`src/rtl/uart_pkg.sv`:
```
// Shared types and constants for the UART receive path.
// The PARITY state exists only when UART_RX_PARITY_EN is defined.
package uart_pkg;

  typedef enum logic [2:0] {
    IDLE,
    START,
    DATA,
`ifdef UART_RX_PARITY_EN
    PARITY,
`endif
    STOP,
    BREAK
  } rx_state_t;

  localparam int DEFAULT_CLKS_PER_BIT = 434;
  localparam int DATA_BITS            = 8;

endpackage

```
`src/rtl/uart_rx_frontend_sync_ff.sv`:
```
// Multi-stage flop synchroniser for a single asynchronous level, resetting to 1 (idle line).
module sync_ff #(
  parameter int STAGES = 2
) (
  input  logic clk,
  input  logic rst_n,
  input  logic d,
  output logic q
);

  logic [STAGES-1:0] sr;

  always_ff @(posedge clk or negedge rst_n) begin
    if (!rst_n) sr <= '1;
    else        sr <= {sr[STAGES-2:0], d};
  end

  assign q = sr[STAGES-1];

endmodule

```
`src/rtl/uart_rx_frontend.sv`:
```
// UART receive front end: rx synchroniser, 8N1 deframer, one-entry valid/ready holding register.
// Defining UART_RX_PARITY_EN switches to 8E1 framing and adds the parity_err pulse output.
module uart_rx_frontend
  import uart_pkg::*;
#(
  parameter int CLKS_PER_BIT = DEFAULT_CLKS_PER_BIT,
  parameter int SYNC_STAGES  = 2
) (
  input  logic       clk,
  input  logic       rst_n,
  input  logic       ena,
  input  logic       rx,
  output logic [7:0] rx_data,
  output logic       rx_valid,
  input  logic       rx_ready,
  output logic       busy,
  output logic       frame_err,
`ifdef UART_RX_PARITY_EN
  output logic       parity_err,
`endif
  output logic       overrun
);

  localparam int            TW        = $clog2(CLKS_PER_BIT);
  localparam logic [TW-1:0] TICK_LAST = TW'(CLKS_PER_BIT - 1);
  localparam logic [TW-1:0] TICK_MID  = TW'((CLKS_PER_BIT - 1) / 2);
  localparam logic [2:0]    LAST_BIT  = 3'(DATA_BITS - 1);

  rx_state_t            state, state_next;
  logic                 rxs;
  logic [TW-1:0]        tick;
  logic [2:0]           bit_cnt;
  logic [DATA_BITS-1:0] shreg;
  logic                 tick_clr, shift_en, stop_eval, byte_ok, deliver;

  sync_ff #(.STAGES(SYNC_STAGES)) u_sync (
    .clk  (clk),
    .rst_n(rst_n),
    .d    (rx),
    .q    (rxs)
  );

`ifdef UART_RX_PARITY_EN
  logic par_en, par_bit;
  assign byte_ok = ~^{shreg, par_bit};
`else
  assign byte_ok = 1'b1;
`endif

  always_comb begin
    state_next = state;
    tick_clr   = 1'b0;
    shift_en   = 1'b0;
    stop_eval  = 1'b0;
`ifdef UART_RX_PARITY_EN
    par_en     = 1'b0;
`endif
    if (!ena) begin
      state_next = IDLE;
    end else begin
      case (state)
        IDLE: if (!rxs) begin
          state_next = START;
          tick_clr   = 1'b1;
        end
        START: if (tick == TICK_MID) begin
          if (rxs) begin
            state_next = IDLE;
          end else begin
            state_next = DATA;
            tick_clr   = 1'b1;
          end
        end
        DATA: if (tick == TICK_LAST) begin
          shift_en = 1'b1;
`ifdef UART_RX_PARITY_EN
          if (bit_cnt == LAST_BIT) state_next = PARITY;
`else
          if (bit_cnt == LAST_BIT) state_next = STOP;
`endif
        end
`ifdef UART_RX_PARITY_EN
        PARITY: if (tick == TICK_LAST) begin
          par_en     = 1'b1;
          state_next = STOP;
        end
`endif
        STOP: if (tick == TICK_LAST) begin
          stop_eval  = 1'b1;
          state_next = rxs ? IDLE : BREAK;
        end
        // a held-low line must return high before a new start is accepted
        BREAK: if (rxs) state_next = IDLE;
        default: state_next = IDLE;
      endcase
    end
  end

  always_ff @(posedge clk or negedge rst_n) begin
    if (!rst_n) begin
      state   <= IDLE;
      tick    <= '0;
      bit_cnt <= '0;
      shreg   <= '0;
    end else begin
      state <= state_next;
      if (tick_clr || tick == TICK_LAST) tick <= '0;
      else                               tick <= tick + 1'b1;
      if (tick_clr)      bit_cnt <= '0;
      else if (shift_en) bit_cnt <= bit_cnt + 1'b1;
      if (shift_en) shreg <= {rxs, shreg[DATA_BITS-1:1]};
    end
  end

  assign deliver = stop_eval && rxs && byte_ok;
  assign busy    = (state != IDLE);

  always_ff @(posedge clk or negedge rst_n) begin
    if (!rst_n) begin
      rx_data   <= '0;
      rx_valid  <= 1'b0;
      frame_err <= 1'b0;
      overrun   <= 1'b0;
    end else begin
      frame_err <= stop_eval && !rxs;
      overrun   <= deliver && rx_valid && !rx_ready;
      if (deliver && (!rx_valid || rx_ready)) begin
        rx_data  <= shreg;
        rx_valid <= 1'b1;
      end else if (rx_valid && rx_ready) begin
        rx_valid <= 1'b0;
      end
    end
  end

`ifdef UART_RX_PARITY_EN
  always_ff @(posedge clk or negedge rst_n) begin
    if (!rst_n) begin
      par_bit    <= 1'b0;
      parity_err <= 1'b0;
    end else begin
      if (par_en) par_bit <= rxs;
      parity_err <= stop_eval && rxs && !byte_ok;
    end
  end
`endif

endmodule
```
`config.mk`:
```
export PLATFORM = sky130hd
export DESIGN_NAME = uart_rx_frontend
export DESIGN_NICKNAME = d
export VERILOG_FILES = /design/src/rtl/uart_pkg.sv /design/src/rtl/uart_rx_frontend_sync_ff.sv /design/src/rtl/uart_rx_frontend.sv
export SDC_FILE = /design/constraint.sdc
export NUM_CORES = 1
export LEC_CHECK = 0
export ABC_CLOCK_PERIOD_IN_PS = 3300
export CAP_MARGIN = 25
export CORE_UTILIZATION = 60
export DETAILED_ROUTE_END_ITERATION = 8
export GPL_ROUTABILITY_DRIVEN = 0
export PLACE_DENSITY_LB_ADDON = 0.25
export SLEW_MARGIN = 25
export SYNTH_ARGS = -nofsm -noshare
export SYNTH_HDL_FRONTEND = slang
export SYNTH_SLANG_ARGS = --single-unit
export TNS_END_PERCENT = 10
```
`constraint.sdc`:
```
create_clock -name clk -period 3.3 [get_ports clk]
set_clock_uncertainty 0.1 [all_clocks]
set_input_delay 0.33 -clock clk [delete_from_list [all_inputs] [get_ports clk]]
set_output_delay 0.33 -clock clk [all_outputs]
set_load 0.03 [all_outputs]
```
# After elaboration in Yosys (flattened, before gate mapping)
# Index checks and enable logic that the tools add are counted.
[classes]
addsub = 2
eq_ne = 13
muxes = 24
n_reduce_logical = 16
[op_table]
columns = ["cell", "n"]
rows = [
  ["3-bit two-way mux", 10],
  ["3-bit != test, second input constant", 5],
  ["3-bit one-hot mux with 5 select lines", 1],
  ["1-bit two-way mux", 10],
  ["9-bit by 1-bit adder with 9-bit output, second input constant", 1],
  ["9-bit by 8-bit == test with 1-bit output, second input constant", 1],
  ["9-bit == test, second input constant", 1],
  ["9-bit two-way mux", 1],
  ["3-bit by 2-bit == test with 1-bit output, second input constant", 2],
  ["3-bit == test, second input constant", 2],
  ["1-bit logical AND", 6],
  ["6-bit AND reduction", 1],
  ["2-bit nonzero test", 2],
  ["3-bit by 1-bit adder with 3-bit output, second input constant", 1],
  ["3-bit by 1-bit == test with 1-bit output, second input constant", 1],
  ["1-bit logical NOT", 3],
  ["3-bit logical NOT", 1],
  ["3-bit by 2-bit != test with 1-bit output, second input constant", 1],
  ["3-bit nonzero test", 1],
  ["1-bit logical OR", 2],
  ["2-bit two-way mux", 1],
  ["1-bit one-hot mux with 2 select lines", 1],
]
[word_totals]
ff_bits = 36
inputBits = 5
output_inout_bits = 12
wordCells = 64

# Depth between registers and ports, before layout
[logic_depth]
ltp_word = 7
ltp_mapped = 7
depth_no_buf = 6

# Modules after synthesis
# Synthesis repeated with hierarchy kept, for this count alone.
[unflattened]
hier_cells = 137
area_unflattened_um2 = 1652.8
[modules_own_cells]
columns = ["mod", "instances", "cells_each", "area_each_um2", "seq_area_each_um2"]
rows = [
  ["uart_rx_frontend", 1, 135, 1600.3, 850.8],
  ["sync_ff", 1, 2, 52.6, 52.6],
]

# Worst setup path after synthesis
# Ideal clock, no wire load.
[synth_timing]
path_kind = "reg2reg"
from = "register tick[1]"
to = "register rx_data[1]"
setup_ps = 125
arrival_time_ps = 1526
required_time_ps = 3075
path_slack_ps = 1549
path_stages_with_launch = 7
n_path_buf = 0
period_less_slack_ps = 1751
cell_sequence = "dfrtp_1 > inv_1 > ha_1 > and4b_2 > nand4_4 > nor2_8 > mux2_2"
[synth_between]
elab_chain_len = 6
[synth_rtl]
columns = ["item", "line", "rtl"]
rows = [
  ["start: declaration", "uart_rx_frontend.sv:31", "logic [TW-1:0] tick;"],
  ["start signal: assignment", "uart_rx_frontend.sv:108", "else tick <= tick + 1'b1;"],
  ["9-bit == test", "uart_rx_frontend.sv:88", "STOP: if (tick == TICK_LAST) begin"],
  ["1-bit two-way mux", "uart_rx_frontend.sv:88", ""],
  ["1-bit two-way mux", "uart_rx_frontend.sv:61", "case (state)"],
  ["1-bit two-way mux", "uart_rx_frontend.sv:58", "if (!ena) begin"],
  ["1-bit logical AND", "uart_rx_frontend.sv:115", "assign deliver = stop_eval && rxs && byte_ok;"],
  ["1-bit logical AND", "uart_rx_frontend.sv:127", "if (deliver && (!rx_valid || rx_ready)) begin"],
  ["end signal: assignment", "uart_rx_frontend.sv:128", "rx_data <= shreg;"],
  ["end: declaration", "uart_rx_frontend.sv:13", "output logic [7:0] rx_data,"],
]
# No other way between the ends.
# A chain may end at the register's enable or synchronous reset.

# Worst setup path after layout
[layout_timing]
from = "register state[1]"
to = "output port busy"
[layout_between]
elab_chain_len = 1
[layout_rtl]
columns = ["item", "line", "rtl"]
rows = [
  ["start: declaration", "uart_rx_frontend.sv:29", "rx_state_t state, state_next;"],
  ["start signal: assignment", "uart_rx_frontend.sv:106", "state <= state_next;"],
  ["3-bit nonzero test", "uart_rx_frontend.sv:116", "assign busy = (state != IDLE);"],
  ["end: declaration", "uart_rx_frontend.sv:16", "output logic busy,"],
]
# No other way between the ends.

==> flow_metrics.py <==
metrics = {
    "logic_synthesis": {
        "synth_edf_count": 0,
        "syn_area_per_cell_sq_um": 12.79,
        "yosys_warnings": 0,
        "synth_cells": 134,
        "ys_seq_elements": 36,
        "ys_seq_area_share_pct": 52.70,
        "synth_area_sq_um": 1714,
        "yosys_most_used_dff": "dfrtp_1",
        "syn_nets": 144,
        "post_synth_num_cell_types": 39,
        "async_flop_share_pct": 100.0,
    },
    "finish": {
        "final_cell_mix": "dfrtp_1 (34), nor2_1 (19), clkdlybuf4s50_1 (16), nand2_1 (8), mux2_2 (8)",
        "final_common_cell": "dfrtp_1",
        "final_core_utilization_pct": 72.04,
        "fillers": 193,
        "drive_gt1_share_pct": 22.58,
        "finalNonFillerCells": 186,
        "diodes": 0,
        "nNetsFinal": 164,
        "synthToLayoutAreaGrowth_pct": 14.89,
    },
    "pwr": {
        "combPwrFrac_pct": 19.9,
        "clock_power_share_pct": 28.9,
        "sw_frac_of_total_pct": 30.91,
        "switchingPower_uw": 326.7,
        "ir_worst_vdd_mv": 0.5992,
        "total_power_mw": 1.057,
        "p_leak_nw": 0.9818,
        "pwr_density_cell_nw_per_um2": 536.6,
        "cell_internal_pwr_uw": 730.1,
        "seqPwrFrac_pct": 51.1,
    },
    "sta": {
        "fmax_ghz": 0.4362,
        "fin_crit_ns": 2.293,
        "drv_slew": 0,
        "fin_crit_sh_pct": 69.47,
        "rsz0062_at_grt": "false",
        "worstMarginPinSlew_ns": 0.5526,
        "fin_tns_setup_ns": 0,
        "hold_viol": 0,
        "slew_headroom_pct": 63.03,
        "setup_viol": 0,
        "hold_ws_ns": 0.2698,
    },
    "worst_setup_path": {
        "path_buf_inv": 1,
        "path_cells": "or3_1 > clkdlybuf4s50_1",
        "start_kind": "flip-flop",
        "worstPathArrival_ns": 1.86,
        "cp_top_family": "buffers and inverters",
        "cp_slowest_cell": "clkdlybuf4s50_1",
        "crit_required_ns": 2.87,
        "critPathKind": "flip-flop to output pin",
        "path_max_fanout": 10,
        "max_stage_delay_ns": 0.60,
        "cp-end-kind": "output pin",
    },
    "clock_network": {
        "clk_path_buf_depth": 2,
        "cts_buffers": 5,
        "cts_hold_repair.buffers": 0,
        "numClockSinks": 36,
        "postCtsSetupBuffers": 0,
        "cts-resized-gates": 0,
        "clk_pin_slew_ns": 0.11,
        "htree_levels": 2,
        "clock_latency_ns": 0.34,
        "cts_root_buf": "clkbuf_4",
        "cts_tree": "done",
    },
    "die": {
        "start_util_pct": 62.70,
        "placeableCoreArea_sq_um": 2734,
        "die_h_um": 55.45,
        "die_x_um": 55.45,
        "num_rows": 19,
        "die_area_sq_um": 3075,
        "io_pins": 17,
    },
    "placed_design": {
        "place.port_buffers": 16,
        "dp_cells": 178,
        "hpwl_mm": 1.912,
    },
    "global_route": {
        "antenna_found_initial": 0,
        "grt_pass1_vias": 1077,
        "grt_max_degree": 37,
        "grt_pass1_wl_mm": 4.892,
        "globalRouteOverflowTotal": 0,
        "grt_usage_pct": 20.46,
    },
    "min_path": {
        "hold_path.class": "flip-flop to flip-flop",
    },
    "route": {
        "dr.pass1.iters": 4,
        "drc": 0,
        "drt-wirelength-per-cell_um": 14.31,
        "vias": 1048,
        "routed_via_density": 5.634,
        "antenna_left": 0,
        "drt_iter0_drc": 29,
        "wirelength_mm": 2.662,
    },
    "job": {
        "drv.max_cap_violation_count": 0,
    },
    "status": {
        "status": "completed",
    },
}
[cell type report]
type / instances / area, sq um / share of cell area [%]
clock inverter: 3 / 42.54 / 2.160
clock buffer: 5 / 37.54 / 1.906
tap: 31 / 38.79 / 1.970
inverter: 3 / 11.26 / 0.5718
multi-input combinational: 91 / 768.2 / 39.01
sequential: 36 / 903.4 / 45.87
timing repair buffer: 17 / 167.7 / 8.513
[flip-flops by register name (all words and copies together) (netlist names)]
| name | cells |
|---|---|
| tick | 9 |
| rx_data | 8 |
| shreg | 8 |
| bit_cnt | 3 |
| state | 3 |
| u_sync.sr | 2 |
| frame_err | 1 |
| overrun | 1 |
| rx_valid | 1 |
[synth_stat cells, types with 2 or more instances]
library cell  count  share of area (%)
dfrtp_1          34                 50
nor2_1           19                4.2
mux2_2            8                5.3
nand2_1           8                1.8
mux2_4            7                6.1
xnor2_1           6                3.1
ha_1              5                3.6
inv_1             3               0.66
nand3_1           3               0.88
nor3_1            3               0.88
xor2_1            3                1.5
a21boi_1          2               0.88
and2_1            2               0.73
and4bb_2          2                1.5
buf_4             2               0.88
dfstp_2           2                3.1
mux2i_1           2                1.2
nand2b_1          2               0.73
[cells by family (layout without fill, tap and decap cells)]
kind of cell / after synthesis / count (layout) / share of synthesized area, %
and+or+nand+nor: 49 / 49 / 17.30
DFF: 36 / 36 / 52.70
muxes: 18 / 18 / 13.21
AOI/OAI and AO/OA: 10 / 10 / 6.059
xor gates and xnor gates: 9 / 9 / 4.599
buffers and inverters: 7 / 28 / 2.481
adders and majority gates: 5 / 5 / 3.650
[path summary, 6_finish.rpt]
| kind | slack, ns | to | cells past startpoint | start |
|---|---|---|---|---|
| max reg2reg | 1.26 | shreg[5] | 5 | tick[1] |
| min in group asynchronous | 0.28 | state[0] | 2 | rst_n |
| min | 0.27 | u_sync.sr[1] | 0 | u_sync.sr[0] |
| min reg2reg | 0.27 | u_sync.sr[1] | 0 | u_sync.sr[0] |
| max | 1.01 | busy | 2 | state[1] |
| max in group asynchronous | 2.47 | u_sync.sr[0] | 2 | rst_n |
[per-stage QoR]
stage | worst slack [ns] | cell area, sq um
after global placement | 1.128 | 1889
after floorplan | 1.549 | 1714
after detailed placement | 1.055 | 1889
final | 1.007 | 1969
after CTS | 0.9945 | 1969
after global routing | 0.9209 | 1969
[power by group through the flow]
stage	clock network (mW)	registers, mW	logic (mW)
after CTS	0.316	0.540	0.213
after global routing	0.334	0.551	0.235
after global placement	0	0.546	0.202
after detailed placement	0	0.548	0.211
final	0.306	0.540	0.211
after floorplan	0	0.520	0.180
[per-layer routing]
metal | track usage, % | up-vias | part of all wire (%)
met4 | 10.00 | 0 | 2.2
met1 | 27.42 | 503 | 45
met3 | 5.855 | 9 | 4.1
met2 | 30.64 | 30 | 49
li1 | - | 506 | -
met5 | 0 | - | 0
Note: power is estimated with default switching activity, not from simulation.
